[config.mk]
export PLATFORM = sky130hd
export DESIGN_NAME = scaler_sequencer
export DESIGN_NICKNAME = d
export VERILOG_FILES = /design/src/rtl/scaler_pkg.sv /design/src/rtl/scaler_sequencer_fb_write_mux.sv /design/src/rtl/scaler_sequencer.sv
export SDC_FILE = /design/constraint.sdc
export NUM_CORES = 1
export LEC_CHECK = 0
export CORE_MARGIN = 5
export CORE_UTILIZATION = 49
export DETAILED_ROUTE_END_ITERATION = 10
export PLACE_DENSITY = 0.8
export SYNTH_ARGS = -nofsm -noshare
export SYNTH_HDL_FRONTEND = slang
export SYNTH_HIERARCHICAL = 1
export SYNTH_SLANG_ARGS = --single-unit
[constraint.sdc]
create_clock -name clk -period 2.7 [get_ports clk]
set_clock_uncertainty 0.1 [all_clocks]
set_input_delay 0.27 -clock clk [delete_from_list [all_inputs] [get_ports clk]]
set_output_delay 0.27 -clock clk [all_outputs]
set_load 0.01 [all_outputs]
[src/rtl/scaler_pkg.sv]
// Shared constants for the zoom-engine sequencer: state encodings, command
// bit positions, framebuffer geometry and datapath widths.
package scaler_pkg;

    localparam int ADDR_W = 19;
    localparam int PIX_W  = 8;

    localparam int FB_WIDTH  = 640;
    localparam int FB_HEIGHT = 480;
    localparam int FB_PIXELS = FB_WIDTH * FB_HEIGHT;

    // cmd_mode bit positions
    localparam int MODE_ZOOM_BIT     = 0;
    localparam int MODE_SKIP_CLR_BIT = 1;

    // Sequencer states
    localparam logic [2:0] ST_IDLE   = 3'd0;
    localparam logic [2:0] ST_CLEAR  = 3'd1;
    localparam logic [2:0] ST_LAUNCH = 3'd2;
    localparam logic [2:0] ST_PRIME  = 3'd3;
    localparam logic [2:0] ST_RUN    = 3'd4;
    localparam logic [2:0] ST_ERROR  = 3'd5;

endpackage

[src/rtl/scaler_sequencer_fb_write_mux.sv]
// fb_write_mux: registered framebuffer write port shared between the
// sequencer's clear writes and the engine's pixel stream.
module fb_write_mux
    import scaler_pkg::*;
#(
    parameter logic [PIX_W-1:0] CLEAR_VALUE = 8'h00
) (
    input  logic              clk,
    input  logic              rst_n,
    input  logic              clear_en,    // next cycle is a clear write
    input  logic [ADDR_W-1:0] clear_addr,
    input  logic              run_en,      // engine stream is being forwarded
    input  logic              run_we,      // forwarded beat is a real write
    input  logic [ADDR_W-1:0] eng_addr,
    input  logic [PIX_W-1:0]  eng_pixel,
    output logic [ADDR_W-1:0] ram_wraddr,
    output logic [PIX_W-1:0]  ram_wdata,
    output logic              ram_we
);

    logic [ADDR_W-1:0] wraddr_d, wraddr_q;
    logic [PIX_W-1:0]  wdata_d,  wdata_q;
    logic              we_d,     we_q;

    // Select the write source; address/data hold when nothing is writing
    always_comb begin
        wraddr_d = wraddr_q;
        wdata_d  = wdata_q;
        we_d     = 1'b0;
        if (clear_en) begin
            wraddr_d = clear_addr;
            wdata_d  = CLEAR_VALUE;
            we_d     = 1'b1;
        end else if (run_en) begin
            wraddr_d = eng_addr;
            wdata_d  = eng_pixel;
            we_d     = run_we;
        end
    end

    // Write-port registers
    always_ff @(posedge clk or negedge rst_n) begin
        if (!rst_n) begin
            wraddr_q <= '0;
            wdata_q  <= '0;
            we_q     <= 1'b0;
        end else begin
            wraddr_q <= wraddr_d;
            wdata_q  <= wdata_d;
            we_q     <= we_d;
        end
    end

    assign ram_wraddr = wraddr_q;
    assign ram_wdata  = wdata_q;
    assign ram_we     = we_q;

endmodule

[src/rtl/scaler_sequencer.sv]
// scaler_sequencer: runs one clear + scaling pass of the zoom engine per
// accepted command and owns the framebuffer write port.
// Optional feature macro: SEQ_TIMEOUT_EN (RUN watchdog and ERROR state).
module scaler_sequencer
    import scaler_pkg::*;
#(
    parameter int               OUT_PIXELS     = FB_PIXELS,
    parameter logic [PIX_W-1:0] CLEAR_VALUE    = 8'h00,
    parameter int               TIMEOUT_CYCLES = 400000
) (
    input  logic              clk,
    input  logic              rst_n,
    input  logic              cmd_valid,
    input  logic [1:0]        cmd_mode,
    output logic              cmd_ready,
    output logic              eng_rst,
    output logic              eng_sw,
    input  logic [ADDR_W-1:0] eng_addr,
    input  logic [PIX_W-1:0]  eng_pixel,
    input  logic              eng_done,
    output logic [ADDR_W-1:0] ram_wraddr,
    output logic [PIX_W-1:0]  ram_wdata,
    output logic              ram_we,
    output logic              busy,
    output logic              error
);

    localparam logic [ADDR_W-1:0] CLR_LAST = ADDR_W'(OUT_PIXELS - 1);

    logic [2:0]        state_d, state_q;
    logic [ADDR_W-1:0] cnt_d, cnt_q;
    logic              eng_sw_d, eng_sw_q;
    logic              accept;
    logic              timeout_hit;

    assign accept = cmd_valid && (state_q == ST_IDLE);

    // Pass sequencing: next state, clear address counter, latched zoom factor
    always_comb begin
        state_d  = state_q;
        cnt_d    = cnt_q;
        eng_sw_d = eng_sw_q;
        case (state_q)
            ST_IDLE: begin
                if (accept) begin
                    eng_sw_d = cmd_mode[MODE_ZOOM_BIT];
                    cnt_d    = '0;
                    state_d  = cmd_mode[MODE_SKIP_CLR_BIT] ? ST_LAUNCH : ST_CLEAR;
                end
            end
            ST_CLEAR: begin
                if (cnt_q == CLR_LAST) begin
                    cnt_d   = '0;
                    state_d = ST_LAUNCH;
                end else begin
                    cnt_d = cnt_q + 1'b1;
                end
            end
            ST_LAUNCH: state_d = ST_PRIME;
            ST_PRIME:  state_d = ST_RUN;
            ST_RUN: begin
                // eng_done takes priority over a watchdog expiry in the same cycle
                if (eng_done) begin
                    state_d = ST_IDLE;
                end else if (timeout_hit) begin
                    state_d = ST_ERROR;
                end
            end
            default: state_d = ST_IDLE;
        endcase
    end

    // Control state registers
    always_ff @(posedge clk or negedge rst_n) begin
        if (!rst_n) begin
            state_q  <= ST_IDLE;
            cnt_q    <= '0;
            eng_sw_q <= 1'b0;
        end else begin
            state_q  <= state_d;
            cnt_q    <= cnt_d;
            eng_sw_q <= eng_sw_d;
        end
    end

`ifdef SEQ_TIMEOUT_EN
    logic [ADDR_W-1:0] run_cnt_d, run_cnt_q;
    logic              error_d, error_q;

    assign timeout_hit = (state_q == ST_RUN) &&
                         (run_cnt_q == ADDR_W'(TIMEOUT_CYCLES - 1));

    // Watchdog: count RUN cycles from 0; error is sticky until the next accept
    always_comb begin
        run_cnt_d = (state_q == ST_RUN) ? run_cnt_q + 1'b1 : '0;
        error_d   = error_q;
        if (accept) begin
            error_d = 1'b0;
        end else if (timeout_hit && !eng_done) begin
            error_d = 1'b1;
        end
    end

    // Watchdog registers
    always_ff @(posedge clk or negedge rst_n) begin
        if (!rst_n) begin
            run_cnt_q <= '0;
            error_q   <= 1'b0;
        end else begin
            run_cnt_q <= run_cnt_d;
            error_q   <= error_d;
        end
    end

    assign error = error_q;
`else
    assign timeout_hit = 1'b0;
    assign error       = 1'b0;
`endif

    assign cmd_ready = (state_q == ST_IDLE);
    assign busy      = (state_q != ST_IDLE);
    assign eng_rst   = !((state_q == ST_PRIME) || (state_q == ST_RUN));
    assign eng_sw    = eng_sw_q;

    // Clear writes are keyed on the next state so the registered port lines up
    // with CLEAR itself; engine beats are forwarded one cycle late and only
    // written while RUN continues (not on the eng_done or watchdog cycle).
    fb_write_mux #(
        .CLEAR_VALUE (CLEAR_VALUE)
    ) u_fb_write_mux (
        .clk        (clk),
        .rst_n      (rst_n),
        .clear_en   (state_d == ST_CLEAR),
        .clear_addr (cnt_d),
        .run_en     (state_q == ST_RUN),
        .run_we     ((state_q == ST_RUN) && (state_d == ST_RUN)),
        .eng_addr   (eng_addr),
        .eng_pixel  (eng_pixel),
        .ram_wraddr (ram_wraddr),
        .ram_wdata  (ram_wdata),
        .ram_we     (ram_we)
    );

endmodule
==> After elaboration in Yosys (flattened, before gate mapping) <==
Index checks and enable logic that the tools add are counted.
{ "op_classes": {"n_addsub": 1, "n_eq_ne": 7, "muxes": 14, "n_reduce_logical": 8} }
{ "ops": {"columns": ["operator", "n"], "rows": [
  ["$mux W19", 4],
  ["$pmux W19 S2", 1],
  ["$add A19 B1 Y19 const B", 1],
  ["$eq A19 B19 Y1 const B", 1],
  ["$mux W8", 2],
  ["$pmux W3 S5", 1],
  ["$mux W3", 3],
  ["$eq A3 B1 Y1 const B", 2],
  ["$eq A3 B2 Y1 const B", 2],
  ["$eq A3 B3 Y1 const B", 2],
  ["$logic_not A3 Y1", 1],
  ["$reduce_bool A3 Y1", 1],
  ["$logic_and A1 B1 Y1", 2],
  ["$mux W1", 2],
  ["$mux W2", 1],
  ["$reduce_and A2 Y1", 1],
  ["$reduce_bool A2 Y1", 1],
  ["$logic_not A1 Y1", 1],
  ["$logic_or A1 B1 Y1", 1]
]} }
{ "word_totals": {"regBits": 51, "elab_cells": 36} }

==> Logic depth before layout (Yosys ltp) <==
{ "depth": {"word_depth": 8, "mapped_depth": 10, "depth_no_buf": 8} }

==> By module <==
Netlist, hierarchy kept.
{ "modules_own_cells": {"columns": ["module", "n_inst", "cells_per_inst", "area_per_inst_um2", "seq_area_each_um2"], "rows": [
  ["scaler_sequencer", 1, 162, 1342.5, 575.6],
  ["fb_write_mux", 1, 110, 1249.9, 700.7]
]} }

==> Worst setup path after synthesis <==
OpenSTA, ideal clock, no wires.
{ "synth_path": {"path_type": "reg2reg", "startpoint": "register cnt_q[12]", "endpoint": "register u_fb_write_mux.we_q, in the netlist u_fb_write_mux/ram_we", "arrival_ns": 2.146, "required_time_ns": 2.482, "setup_slack_ns": 0.336, "stages_incl_launch_ff": 8, "path_buffers": 2, "path_cell_list": "dfrtp_1 > or4b_4 > or4_4 > a21oi_1 > nor3_1 > buf_2 > buf_2 > a21o_1"} }
{ "synth_between": {"elab_chain_len": 7, "elab_cells_between_ends": 8, "cone_classes": "3 x eq/ne; 4 x mux; 1 x reduce/logical"} }
{ "synth_rtl": {"columns": ["item", "line", "rtl"], "rows": [
  ["start, declared", "scaler_sequencer.sv:31", "logic [ADDR_W-1:0] cnt_d, cnt_q;"],
  ["start signal, assigned", "scaler_sequencer.sv:81", "cnt_q <= cnt_d;"],
  ["$eq A19 B19 Y1 *", "scaler_sequencer.sv:52", "if (cnt_q == CLR_LAST) begin"],
  ["$mux W3 *", "scaler_sequencer.sv:52", null],
  ["$pmux W3 S5 *", "scaler_sequencer.sv:43", "case (state_q)"],
  ["$eq A3 B3 Y1", "scaler_sequencer.sv:137", ".run_we ((state_q == ST_RUN) && (state_d == ST_RUN)),"],
  ["$logic_and A1 B1 Y1", "scaler_sequencer.sv:137", null],
  ["$mux W1", "scaler_sequencer_fb_write_mux.sv:34", "end else if (run_en) begin"],
  ["$mux W1 *", "scaler_sequencer_fb_write_mux.sv:30", "if (clear_en) begin"],
  ["via u_fb_write_mux.we_d", "scaler_sequencer_fb_write_mux.sv:23", "logic we_d, we_q;"],
  ["end signal, assigned", "scaler_sequencer_fb_write_mux.sv:50", "we_q <= we_d;"],
  ["end, declared", "scaler_sequencer_fb_write_mux.sv:23", null]
]} }
The timed path passes the listed nets; every way through them passes the cells marked *.
A chain may end at the register's enable or synchronous reset.

==> Final worst setup path <==
{ "layout_path": {"startpoint": "register cnt_q[0]", "endpoint": "register u_fb_write_mux.wraddr_q[17], in the netlist u_fb_write_mux/ram_wraddr[17]"} }
{ "layout_between": {"elab_chain_len": 5, "elab_cells_between_ends": 9, "cone_classes": "1 x add/sub; 2 x eq/ne; 5 x mux; 1 x reduce/logical"} }
{ "layout_rtl": {"columns": ["item", "line", "rtl"], "rows": [
  ["parallel branches: the longest is 5 deep, another holds $add A19 B1 Y19", null, null],
  ["end signal, assigned", "scaler_sequencer_fb_write_mux.sv:48", "wraddr_q <= wraddr_d;"],
  ["end, declared", "scaler_sequencer_fb_write_mux.sv:21", "logic [ADDR_W-1:0] wraddr_d, wraddr_q;"]
]} }
Several ways; the timed one is not identified.

==> run_results.csv <==
group,metric,value,unit
synth,synth_edf_count,0,
cts,cts.clk_slew.worst_paths,0.09,ns
route,finalWirelength,5.67,mm
final_layout,layout.nets,369,
synth,ys_seq_area_frac,0.492,
floorplan,fp.dieH,82.7,um
floorplan,placementRows,26,
floorplan,initial_core_util,0.508,
synth,synth_top_family_by_area,"simple AND/OR/NAND/NOR gates",
synth,synth_ff_type,"dfrtp_1",
timing,holdWs,0.389,ns
floorplan,core_area,5110,um^2
global_routing,grt_pass1_vias,2190,
critical_path,cp-start-kind,"flip-flop",
worst_hold_path,hp-class,"input pin to async pin",
final_layout,syn2layout_area_growth,31.4,%
floorplan,die_w,82.7,um
route,firstDrtPassIters,4,
place,portBuffers,64,
synth,muxShareOfSynthArea,0.112,
route,post_drt_wl_per_cell,14.0,um
synth,ys_ff_latch,51,
synth,synth_fa_ha_area_frac,0.00483,
critical_path,critPathArrivalTime,2.63,ns
synth,synth-simple-area-share,0.208,
outcome,outcome,"completed",
route,drc_errors,0,
final_layout,antenna_cells,0,
global_routing,grt_pass1_wl,9.79,mm
timing,finalCritPeriodShare,0.929,
final_layout,multiInputGateArea,1200,um^2
timing,rsz0062_at_grt,"no",
synth,synth_fp_nets,306,
synth,synth_top_area_frac,0.492,
cts,insertion_delay,0.30,ns
final_layout,stdcell_area,3410,um^2
timing,setup_violations,0,
timing,slew-limit-headroom,0.383,
synth,yosys_warnings,6,
synth,yosys.area_share.xor_xnor,0,
synth,yosysTopAreaCell,"dfrtp_1",
power_and_ir_drop,p_per_area,963,nW/um^2
route,drtIter0Drc,170,
timing,finalHoldViolations,0,
place,placed_area,3290,um^2
synth,ys_top_cells_by_area,"dfrtp_1 (49%), mux2i_1 (11%), nand2_1 (6.2%)",
place,post-dp-hpwl,4.21,mm
cts,cts-root-buf,"clkbuf_8",
synth,synth.most_common_cell,"dfrtp_1",
synth,synth.avg_cell_area,9.53,um^2
cts,htreeDepth,2,
critical_path,cp-end-kind,"flip-flop",
global_routing,gr-total-overflow,0,
cts,tritoncts,"done",
cts,post-cts-setup-buffer-count,0,
power_and_ir_drop,p_leak,1.38,nW
floorplan,fp.dieArea,6850,um^2
synth,netlist_instances,272,
final_layout,drive_gt1_frac,0.0744,
power_and_ir_drop,ir_drop,0.000434,V
global_routing,grt_max_degree,28,
global_routing,antenna_found_initial,0,
critical_path,required,2.82,ns
synth,synthArstFlopShare,1.00,
timing,timing.fmax,399,MHz
power_and_ir_drop,finalPower,3.28,mW
synth,ys_top_cells_by_count,"dfrtp_1 (51), nand2_1 (43), mux2i_1 (28)",
route,ant_nets,0,
route,drt-vias-per-instance,5.30,
final_layout,n_fill_cell,428,
synth,synth_cell_types,43,
run,drv_cap,0,
cts,clock-sinks,51,
timing,tns,0,ns
timing,fin_crit,2.51,ns
cts,cts_buffers,5,
synth,synth_area,2590,um^2
timing,worstMarginPinSlew,0.926,ns
place,gp_congestion,0.883,
critical_path,cp_max_fo,17,
floorplan,io_pins,66,
critical_path,path_class,"flip-flop to flip-flop",
synth,synth-compound-area-share,0.129,
final_layout,seqCellArea,1280,um^2
global_routing,grt_usage,0.183,
timing,slew_violations,0,
cts,clock_path_buffers,2,
route,vias,2153,
## report_power, final
group | switching [mW] | internal, mW | leakage [nW]
clock network | 0.235 | 0.234 | 0.0515
registers | 0.226 | 0.992 | 0.694
logic | 0.830 | 0.764 | 0.634
total | 1.29 | 1.99 | 1.38
## state kept, by name (all words and copies together), names as in the netlist
name                       flops
cnt_q                         19
u_fb_write_mux/ram_wraddr     19
u_fb_write_mux/ram_wdata       8
state_q                        3
eng_sw                         1
u_fb_write_mux/ram_we          1
## final timing paths
kind,start,to,slack (ns),cells after the start
max in group asynchronous,rst_n,u_fb_write_mux/ram_wdata[5]$_DFFE_PN0P_,1.36,3
hold reg to reg,eng_sw$_DFFE_PN0P_,eng_sw$_DFFE_PN0P_,0.42,1
setup reg to reg,cnt_q[0]$_DFF_PN0_,u_fb_write_mux/ram_wraddr[17]$_DFFE_PN0P_,0.19,8
hold / removal,rst_n,u_fb_write_mux/ram_wraddr[7]$_DFFE_PN0P_,0.39,2
min in group clk,eng_sw$_DFFE_PN0P_,eng_sw$_DFFE_PN0P_,0.42,1
setup / recovery,cnt_q[0]$_DFF_PN0_,u_fb_write_mux/ram_wraddr[17]$_DFFE_PN0P_,0.19,8
## area by class of cell
type / instances / share of cell area
Inverter: 4 / 0.00441
Timing Repair Buffer: 73 / 0.214
Clock buffer: 8 / 0.0294
Sequential cell: 51 / 0.375
Tap cell: 70 / 0.0257
Multi-Input combinational cell: 200 / 0.351
## per-stage QoR
step                 util  cells  setup WS, ns
floorplan               -    272         0.336
global placement    0.644    397         0.200
detailed placement  0.644    397         0.103
CTS                 0.665    406        0.0831
global route        0.667    406       0.00205
finish              0.667    406         0.192
## critical path: stages (launching register included)
cell     delay (ns)
dfrtp_1        0.40
ha_1           0.25
and4_1         0.27
nand4_1        0.16
or4_4          0.54
a21oi_2        0.21
nor3_4         0.12
buf_12         0.18
o21ai_0        0.19
## cell usage in the layout, fill, tap and decap left out, types with 2 or more instances in the layout
master,count
nor2b_1,2
nor2_1,22
nand2_1,43
o31ai_1,2
clkbuf_8,7
mux2i_1,28
o211ai_1,2
or3_1,2
nand4_1,7
clkdlybuf4s50_1,63
buf_12,2
a21oi_1,7
nor3b_2,2
inv_1,4
and3_1,3
buf_4,6
nand3_1,13
dfrtp_1,51
o21ai_1,11
nor3_1,5
a31oi_1,5
o21ai_0,24
a21o_1,2
## layer usage
| metal | GRT usage | wire (um) | part of all wire |
|---|---|---|---|
| met3 | 0.0456 | 436 | 0.077 |
| met2 | 0.301 | 2540 | 0.45 |
| met5 | 0 | 0 | 0 |
| met1 | 0.232 | 2610 | 0.46 |
| met4 | 0.0670 | 85 | 0.015 |
## logic make-up after synthesis
| logic type | after synthesis |
|---|---|
| and+or+nand+nor | 110 |
| DFF | 51 |
| buffers and inverters | 21 |
| adders and majority gates | 1 |
| AOI/OAI and AO/OA | 59 |
| muxes | 29 |
| other | 1 |
## repair_timing
item,in CTS,in global routing
gates resized for setup,0,2
hold buffers,1,0
endpoints found under the setup margin,0,19
hold endpoints to repair,24,0
No activity file was read; power rests on OpenSTA's default activity.
